File: src/rtl/flash_cmd_pkg.sv
// Shared opcode constants, parser state encoding and opcode classification
// helpers for the SPI flash command assembler.
package flash_cmd_pkg;

    localparam logic [7:0] OP_WREN         = 8'h06;
    localparam logic [7:0] OP_RDSR         = 8'h05;
    localparam logic [7:0] OP_READ         = 8'h03;
    localparam logic [7:0] OP_SECTOR_ERASE = 8'h20;
    localparam logic [7:0] OP_PROGRAM      = 8'h02;

    typedef enum logic [2:0] {
        ST_OPCODE,
        ST_ADDR,
        ST_DATA,
        ST_DONE,
        ST_ERROR
    } state_t;

    function automatic logic op_has_addr(input logic [7:0] op);
        return (op == OP_READ) || (op == OP_SECTOR_ERASE) || (op == OP_PROGRAM);
    endfunction

    function automatic logic op_has_data(input logic [7:0] op);
        return (op == OP_PROGRAM);
    endfunction

    function automatic logic op_supported(input logic [7:0] op);
        return op_has_addr(op) || (op == OP_WREN) || (op == OP_RDSR);
    endfunction

endpackage

File: src/rtl/nibble_byte_packer.sv
// Detects rising edges of the receive-stage nibble strobe and pairs nibbles
// into bytes, high nibble first. The completed byte is presented combinationally.
module nibble_byte_packer
    import flash_cmd_pkg::*;
(
    input  logic       i_sck,
    input  logic       i_ss,
    input  logic       i_nib_valid,
    input  logic [3:0] i_nib,
    output logic       o_byte_valid,
    output logic [7:0] o_byte_data
);

    logic       r_prev_valid;
    logic       r_have_hi;
    logic [3:0] r_hi;
    logic       w_edge;

    assign w_edge       = i_nib_valid & ~r_prev_valid;
    assign o_byte_valid = w_edge & r_have_hi;
    assign o_byte_data  = {r_hi, i_nib};

    always_ff @(posedge i_sck) begin
        if (i_ss) begin
            r_prev_valid <= 1'b0;
            r_have_hi    <= 1'b0;
            r_hi         <= 4'h0;
        end else begin
            r_prev_valid <= i_nib_valid;
            if (w_edge) begin
                if (r_have_hi) begin
                    r_have_hi <= 1'b0;
                end else begin
                    r_hi      <= i_nib;
                    r_have_hi <= 1'b1;
                end
            end
        end
    end

endmodule

File: src/rtl/flash_cmd_assembler.sv
// Parses one chip-select transaction of bytes into a flash command header
// (opcode, optional address) followed by optional program-data bytes.
module flash_cmd_assembler
    import flash_cmd_pkg::*;
#(
    parameter int ADDR_BYTES = 3,
    parameter int MAX_WR     = 256
) (
    input  logic                    i_sck,
    input  logic                    i_ss,
    input  logic                    i_nib_valid,
    input  logic [3:0]              i_nib,
    output logic                    o_rx_ready,
    output logic                    o_rx_done,
    output logic                    o_cmd_valid,
    output logic [7:0]              o_cmd_op,
    output logic [8*ADDR_BYTES-1:0] o_cmd_addr,
    output logic                    o_wr_valid,
    output logic [7:0]              o_wr_data,
    output logic [8:0]              o_wr_count,
    output logic                    o_err
);

    localparam int ADDR_W = 8 * ADDR_BYTES;
    localparam int IDX_W  = $clog2(ADDR_BYTES + 1);

    state_t              r_state;
    logic [IDX_W-1:0]    r_addr_idx;
    logic                r_cmd_valid;
    logic [7:0]          r_cmd_op;
    logic [ADDR_W-1:0]   r_cmd_addr;
    logic                r_wr_valid;
    logic [7:0]          r_wr_data;
    logic [8:0]          r_wr_count;
    logic                r_err;

    logic                w_byte_valid;
    logic [7:0]          w_byte_data;

    nibble_byte_packer u_packer (
        .i_sck        (i_sck),
        .i_ss         (i_ss),
        .i_nib_valid  (i_nib_valid),
        .i_nib        (i_nib),
        .o_byte_valid (w_byte_valid),
        .o_byte_data  (w_byte_data)
    );

    // Terminal states ignore further bytes; only a deselect restarts parsing.
    always_ff @(posedge i_sck) begin
        if (i_ss) begin
            r_state     <= ST_OPCODE;
            r_addr_idx  <= '0;
            r_cmd_valid <= 1'b0;
            r_cmd_op    <= 8'h00;
            r_cmd_addr  <= '0;
            r_wr_valid  <= 1'b0;
            r_wr_data   <= 8'h00;
            r_wr_count  <= 9'd0;
            r_err       <= 1'b0;
        end else begin
            r_cmd_valid <= 1'b0;
            r_wr_valid  <= 1'b0;
            case (r_state)
                ST_OPCODE: begin
                    if (w_byte_valid) begin
                        r_cmd_op <= w_byte_data;
                        if (!op_supported(w_byte_data)) begin
                            r_err   <= 1'b1;
                            r_state <= ST_ERROR;
                        end else if (op_has_addr(w_byte_data)) begin
                            r_addr_idx <= '0;
                            r_state    <= ST_ADDR;
                        end else begin
                            r_cmd_valid <= 1'b1;
                            r_state     <= ST_DONE;
                        end
                    end
                end
                ST_ADDR: begin
                    if (w_byte_valid) begin
                        r_cmd_addr <= (r_cmd_addr << 8) | ADDR_W'(w_byte_data);
                        if (r_addr_idx == IDX_W'(ADDR_BYTES - 1)) begin
                            r_cmd_valid <= 1'b1;
                            r_state     <= op_has_data(r_cmd_op) ? ST_DATA : ST_DONE;
                        end else begin
                            r_addr_idx <= r_addr_idx + 1'b1;
                        end
                    end
                end
                ST_DATA: begin
                    if (w_byte_valid) begin
                        r_wr_data  <= w_byte_data;
                        r_wr_valid <= 1'b1;
                        r_wr_count <= r_wr_count + 9'd1;
                        if (r_wr_count == 9'(MAX_WR - 1)) begin
                            r_state <= ST_DONE;
                        end
                    end
                end
                ST_DONE, ST_ERROR: begin
                end
                default: begin
                    r_state <= ST_ERROR;
                end
            endcase
        end
    end

    assign o_rx_ready  = (r_state == ST_OPCODE) || (r_state == ST_ADDR) || (r_state == ST_DATA);
    assign o_rx_done   = (r_state == ST_DONE) || (r_state == ST_ERROR);
    assign o_cmd_valid = r_cmd_valid;
    assign o_cmd_op    = r_cmd_op;
    assign o_cmd_addr  = r_cmd_addr;
    assign o_wr_valid  = r_wr_valid;
    assign o_wr_data   = r_wr_data;
    assign o_wr_count  = r_wr_count;
    assign o_err       = r_err;

endmodule

File: config.mk
export PLATFORM = sky130hd
export DESIGN_NAME = flash_cmd_assembler
export DESIGN_NICKNAME = d
export VERILOG_FILES = /design/src/rtl/flash_cmd_pkg.sv /design/src/rtl/nibble_byte_packer.sv /design/src/rtl/flash_cmd_assembler.sv
export SDC_FILE = /design/constraint.sdc
export NUM_CORES = 1
export LEC_CHECK = 0
export ABC_AREA = 1
export CAP_MARGIN = 15
export CELL_PAD_IN_SITES_DETAIL_PLACEMENT = 0
export CELL_PAD_IN_SITES_GLOBAL_PLACEMENT = 1
export CORE_AREA = 5 5 95 88
export CTS_CLUSTER_SIZE = 30
export DETAILED_ROUTE_END_ITERATION = 16
export DIE_AREA = 0 0 100 93
export PLACE_DENSITY = 0.87
export SETUP_SLACK_MARGIN = 0.05
export SLEW_MARGIN = 5
export SYNTH_ARGS = -nofsm -noshare
export SYNTH_HDL_FRONTEND = slang
export SYNTH_HIERARCHICAL = 1
export SYNTH_SLANG_ARGS = --single-unit
File: constraint.sdc
create_clock -name i_sck -period 4.7 [get_ports i_sck]
set_input_delay 0.705 -clock i_sck [delete_from_list [all_inputs] [get_ports i_sck]]
set_output_delay 0.705 -clock i_sck [all_outputs]
set_load 0.03 [all_outputs]
# [After elaboration in Yosys (flattened, before gate mapping)]
# Index checks and enable logic that the tools add are counted.
[word_totals] wordCells=83 output_inout_bits=54 reg_bits=63 in_bits=7
[op_classes] mux=23 add_sub_neg=2 eq_ne=20 reduce_logical=18 n_bitwise=8
[ops] cell="equality test 8 x 2 -> 1 bit, second input constant" n=3
[ops] cell="OR 24 x 8 -> 24 bit" n=1
[ops] cell="2-to-1 mux 3 bit" n=6
[ops] cell="equality test 8 x 3 -> 1 bit, second input constant" n=2
[ops] cell="2-to-1 mux 2 bit" n=6
[ops] cell="one-hot mux 3 bit (4 select lines)" n=1
[ops] cell="AND reduction 6 bit" n=2
[ops] cell="inequality test 2 bit, second input constant" n=5
[ops] cell="adder 9 x 1 -> 9 bit, second input constant" n=1
[ops] cell="equality test 9 x 8 -> 1 bit, second input constant" n=1
[ops] cell="equality test 8 x 6 -> 1 bit, second input constant" n=1
[ops] cell="2-to-1 mux 1 bit" n=8
[ops] cell="AND reduction 2 bit" n=4
[ops] cell="logical OR 1 bit" n=7
[ops] cell="equality test 3 x 2 -> 1 bit, second input constant" n=2
[ops] cell="inequality test 2 x 1 -> 1 bit, second input constant" n=3
[ops] cell="NOT 1 bit" n=5
[ops] cell="one-hot mux 2 bit (2 select lines)" n=1
[ops] cell="OR reduction 2 bit" n=2
[ops] cell="equality test 3 x 1 -> 1 bit, second input constant" n=1
[ops] cell="equality test 3 bit, second input constant" n=1
[ops] cell="logical NOT 3 bit" n=1
[ops] cell="AND reduction 3 bit" n=1
[ops] cell="adder 2 x 1 -> 2 bit, second input constant" n=1
[ops] cell="4 further kinds" n=5

# [Longest topological paths before layout]
[depth] ltp_word=8 depth_mapped=12 mapped_depth_nobuf=12

# [Hierarchy]
# The synthesis kept the hierarchy.
[by_module_without_submodules] mod="flash_cmd_assembler" cells_each=311 seq_area_each_um2=1141.1 area_per_inst_um2=2406.1 instances=1
[by_module_without_submodules] mod="nibble_byte_packer" cells_each=40 seq_area_each_um2=120.1 area_per_inst_um2=277.8 instances=1

# [Worst setup path after synthesis]
# No wires, ideal clock.
[synth_path] path_kind="register to register" start="register r_wr_count[1] (netlist: o_wr_count[1])" end="register r_state[2]" n_path_buf=0 path_stages_with_launch=12 required_ns=4.587 arrival_ns=1.732 period_less_slack_ns=1.845 setup_slack_ns=2.855 setup_ns=0.113 path_cell_list="dfxtp_1 -> ha_1 -> nand4_1 -> nor3b_1 -> ha_1 -> nand2_1 -> nand2_1 -> nand4_2 -> inv_2 -> nand2_1 -> o21ai_1 -> inv_1"
[synth_via] elab_chain_cells=3
[synth_lines] element="start: declaration" line="flash_cmd_assembler.sv:34" rtl="logic [8:0] r_wr_count;"
[synth_lines] element="start signal: assignment" line="flash_cmd_assembler.sv:95" rtl="r_wr_count <= r_wr_count + 9'd1;"
[synth_lines] element="equality test 9 x 8 -> 1 bit" line="flash_cmd_assembler.sv:96" rtl="if (r_wr_count == 9'(MAX_WR - 1)) begin"
[synth_lines] element="inequality test 2 bit (no line)"
[synth_lines] element="AND reduction 6 bit (no line)"
[synth_lines] element="end signal: assignment" line="flash_cmd_assembler.sv:85" rtl="r_state <= op_has_data(r_cmd_op) ? ST_DATA : ST_DONE;"
[synth_lines] element="end: declaration" line="flash_cmd_assembler.sv:27" rtl="state_t r_state;"
# No other way between the ends.
# A chain may end at the register's enable or synchronous reset.

# [Worst setup path after layout]
[layout_path] start="input port i_nib_valid" end="register r_cmd_addr[9] (netlist: o_cmd_addr[9])"
[layout_via] elab_chain_cells=3
[layout_lines] element="start: declaration" line="flash_cmd_assembler.sv:11" rtl="input logic i_nib_valid,"
[layout_lines] element="AND 1 bit" line="nibble_byte_packer.sv:19" rtl="assign w_edge = i_nib_valid & ~r_prev_valid;"
[layout_lines] element="AND 1 bit" line="nibble_byte_packer.sv:20" rtl="assign o_byte_valid = w_edge & r_have_hi;"
[layout_lines] element="named net w_byte_valid" line="flash_cmd_assembler.sv:37" rtl="logic w_byte_valid;"
[layout_lines] element="AND reduction 2 bit (no line)"
[layout_lines] element="end signal: assignment" line="flash_cmd_assembler.sv:82" rtl="r_cmd_addr <= (r_cmd_addr << 8) | ADDR_W'(w_byte_data);"
[layout_lines] element="end: declaration" line="flash_cmd_assembler.sv:31" rtl="logic [ADDR_W-1:0] r_cmd_addr;"
# The timed path passes the listed nets, and every way through them passes these cells.

==> flow_summary_export.csv <==
group,metric,value,unit
sta,fin_crit_sh,61.8,%
sta,min_period,2.90,ns
worst_setup_path,crit_path_start,"i_nib_valid",
synth,synth.distinct_cells,28,
die,rows,30,
worst_setup_path,crit_type,"input pin to flip-flop",
worst_setup_path,cp_max_fo,30,
die,core_region_area,7320,um^2
cts,hold_buffers,0,
cells_and_area,final_cell_area,3510,um^2
synth,syn_avg_cell_area,7.65,um^2
cells_and_area,area_growth,30.8,%
sta,holdWs,0.470,ns
worst_setup_path,cp_top_family,"simple AND/OR/NAND/NOR gates",
synth,synthTopCellsByArea,"dfxtp_1, nor2_1, o21ai_0, a21oi_1, nand2_1",
cts,cts_tree,"done",
run,timing.max_cap.violations,0,
worst_setup_path,cpMaxStageDelayCell,"nor2_1",
cells_and_area,multiInputGateArea,1130,um^2
hold_path,hold_path_startpoint,"u_packer/r_have_hi",
synth,syn-num-nets,361,
synth,synth_cells,351,
global_route,grtUsageTotal,14.1,%
route,vias_per_cell,4.71,
die,initial_utilization,36.7,%
place,io_buffer_count,60,
worst_setup_path,crit_chain,"clkdlybuf4s50_1, nand2_1, nor2_1, inv_2, nor2_4, inv_2, nor2_1, nor2_1",
place,placed_cell_area,3280,um^2
die,dieWidth,100,um
sta,finalClockSkew,0.00963,ns
cts,root_buffer,"clkbuf_8",
cts,post_cts_buffers,0,
global_route,grt_pass1_vias,2208,
worst_setup_path,arrival,3.14,ns
power,power_density,390,nW/um^2
worst_setup_path,crit_top_cell,"nor2_1",
synth,synth_seq_cells,63,
worst_setup_path,end_kind,"flip-flop",
synth,yosysTopAreaCell,"dfxtp_1",
global_route,grt_antenna_before_repair,0,
global_route,grt_pass1_wl,10.6,mm
hold_path,min_path_type,"flip-flop to flip-flop",
sta,slew_headroom,47.7,%
place,dp.final_hpwl,4.43,mm
cts,cts_buffers,9,
cells_and_area,fin_nets,416,
sta,tightest_slew,0.781,ns
route,first_pass_iters,4,
sta,timing.fmax,344,MHz
place,gp_congestion,0.780,
power,p_leak,1.44,nW
synth,synth_area,2680,um^2
power,vdd_ir_drop_max,0.149,mV
route,wl,6.43,mm
die,die_area,9300,um^2
die,die_h,93,um
cells_and_area,n_fill_cell,706,
worst_setup_path,reg2reg_from,"u_packer/r_prev_valid",
worst_setup_path,crit_required,4.93,ns
cells_and_area,seq_area,1260,um^2
sta,maxSlewViolCount,0,
cts,cts.sinks,63,
cts,clk_pin_slew_worst_paths,0.07,ns
cells_and_area,diodes,0,
sta,hold_viol,0,
synth,ys_seq_area_share,47.0,%
cts,ctsResizeCount,0,
cts,cts_buffer_depth,2,
route,ant_nets,0,
synth,synthDominantCellAreaShare,47.0,%
synth,yosys_warnings,6,
route,vias,2388,
cts,clkLatencyLatePin,0.34,ns
cells_and_area,utilization,48.0,%
worst_setup_path,cpPeakStageDelay,0.60,ns
cells_and_area,drive_gt1_share,9.73,%
sta,setup_viol_count_final,0,
worst_setup_path,worst-path-buf-inv,3,
sta,tns,0,ns
place,place_ws,1.46,ns
route,avgRoutedWirePerCell,12.7,um
worst_setup_path,cp-start-kind,"input pin",
global_route,grt_overflow,0,
global_route,grt_max_degree,48,
run_status,status,"completed",
route,drtIter0Drc,119,
route,drc,0,
worst_setup_path,r2r_slack,2.34,ns
sta,rsz0062_at_grt,"false",
cts,htreeDepth,3,
die,io_pins,61,
sta,fin_ws,1.80,ns
## worst reg2reg max path, stage by stage, from the launching register on
cell and delay (ns):
dfxtp_1 0.30, inv_1 0.09, nand2_1 0.08, nor2_1 0.60, inv_2 0.18, nor2_4 0.51, inv_2 0.29, nor2_1 0.16
nor2_1 0.06
## through the flow
stage,std cells,power [mW]
4_1_cts,506,1.38
2_1_floorplan,351,0.813
5_1_grt,507,1.44
3_3_place_gp,490,0.890
3_5_place_dp,490,0.892
6_report,507,1.37
## power by group
group          switching [mW]  internal (mW)  total [mW]
clock                   0.224          0.262       0.486
combinational           0.199          0.101       0.300
sequential             0.0236          0.559       0.582
total                   0.446          0.922        1.37
## registers in the layout, indices dropped and copies added (netlist names)
register               count
r_addr_idx                 2
o_wr_valid                 1
u_packer/r_prev_valid      1
o_cmd_addr                24
o_cmd_op                   8
r_state                    3
o_wr_count                 9
u_packer/r_have_hi         1
o_wr_data                  8
o_cmd_valid                1
u_packer/r_hi              4
o_err                      1
## cell usage in the layout (no fill, tap or decap), types with 2 or more instances in the layout
cell type         n
nand3_1           9
a21oi_1          32
nor3_1            5
clkdlybuf4s50_1  60
inv_2             7
nand3_4           3
dfxtp_1          63
o21ai_0          42
nand4_1           5
o21ai_1           5
inv_1            34
nor2_2            2
nand2_1          38
ha_1              3
clkinv_4          2
nor2_1           73
nor2_4            2
o21ai_2           2
clkbuf_8         10
## synth_stat cells
library cell / number
a21oi_1: 32
buf_2: 3
buf_4: 5
buf_6: 6
clkbuf_1: 4
dfxtp_1: 63
ha_1: 3
inv_1: 34
inv_2: 7
nand2_1: 38
nand2_2: 1
nand2_4: 1
nand3_1: 9
nand3_2: 1
nand3_4: 3
nand4_1: 5
nand4_2: 1
nor2_1: 73
nor2_2: 2
nor2_4: 2
nor3_1: 5
nor3_2: 1
nor3b_1: 1
nor3b_2: 1
o21a_1: 1
o21ai_0: 42
o21ai_1: 5
o21ai_2: 2
## layer usage
| layer | routed length [um] | up-vias | GRT usage (%) |
|---|---|---|---|
| met5 | 0 | - | 0 |
| li1 | - | 1239 | - |
| met4 | 69 | 0 | 5.72 |
| met1 | 3140 | 1083 | 19.3 |
| met3 | 329 | 8 | 3.80 |
| met2 | 2890 | 58 | 21.0 |
## worst paths after layout
| path | to | depth (start not counted) |
|---|---|---|
| min | u_packer/r_have_hi | 2 |
| min reg2reg | u_packer/r_have_hi | 2 |
| max reg2reg | o_cmd_addr[9] | 8 |
| max | o_cmd_addr[9] | 8 |
## final cells by class
| type | count | area share [%] |
|---|---|---|
| Clock buffer | 10 | 3.92 |
| Clock inverter | 6 | 1.96 |
| Tap cell | 96 | 3.42 |
| Inverter | 41 | 4.38 |
| Timing Repair Buffer | 62 | 18.1 |
| Sequential cell | 63 | 35.9 |
| Multi-Input combinational cell | 229 | 32.3 |
## logic make-up after synthesis
kind of cell / Yosys count / synth area share, %
buffers and inverters: 59 / 10.8
AOI/OAI and AO/OA: 82 / 15.7
and+or+nand+nor: 144 / 25.2
adders and majority gates: 3 / 1.40
DFF: 63 / 47.0
Note: power is estimated with default switching activity, not from simulation.
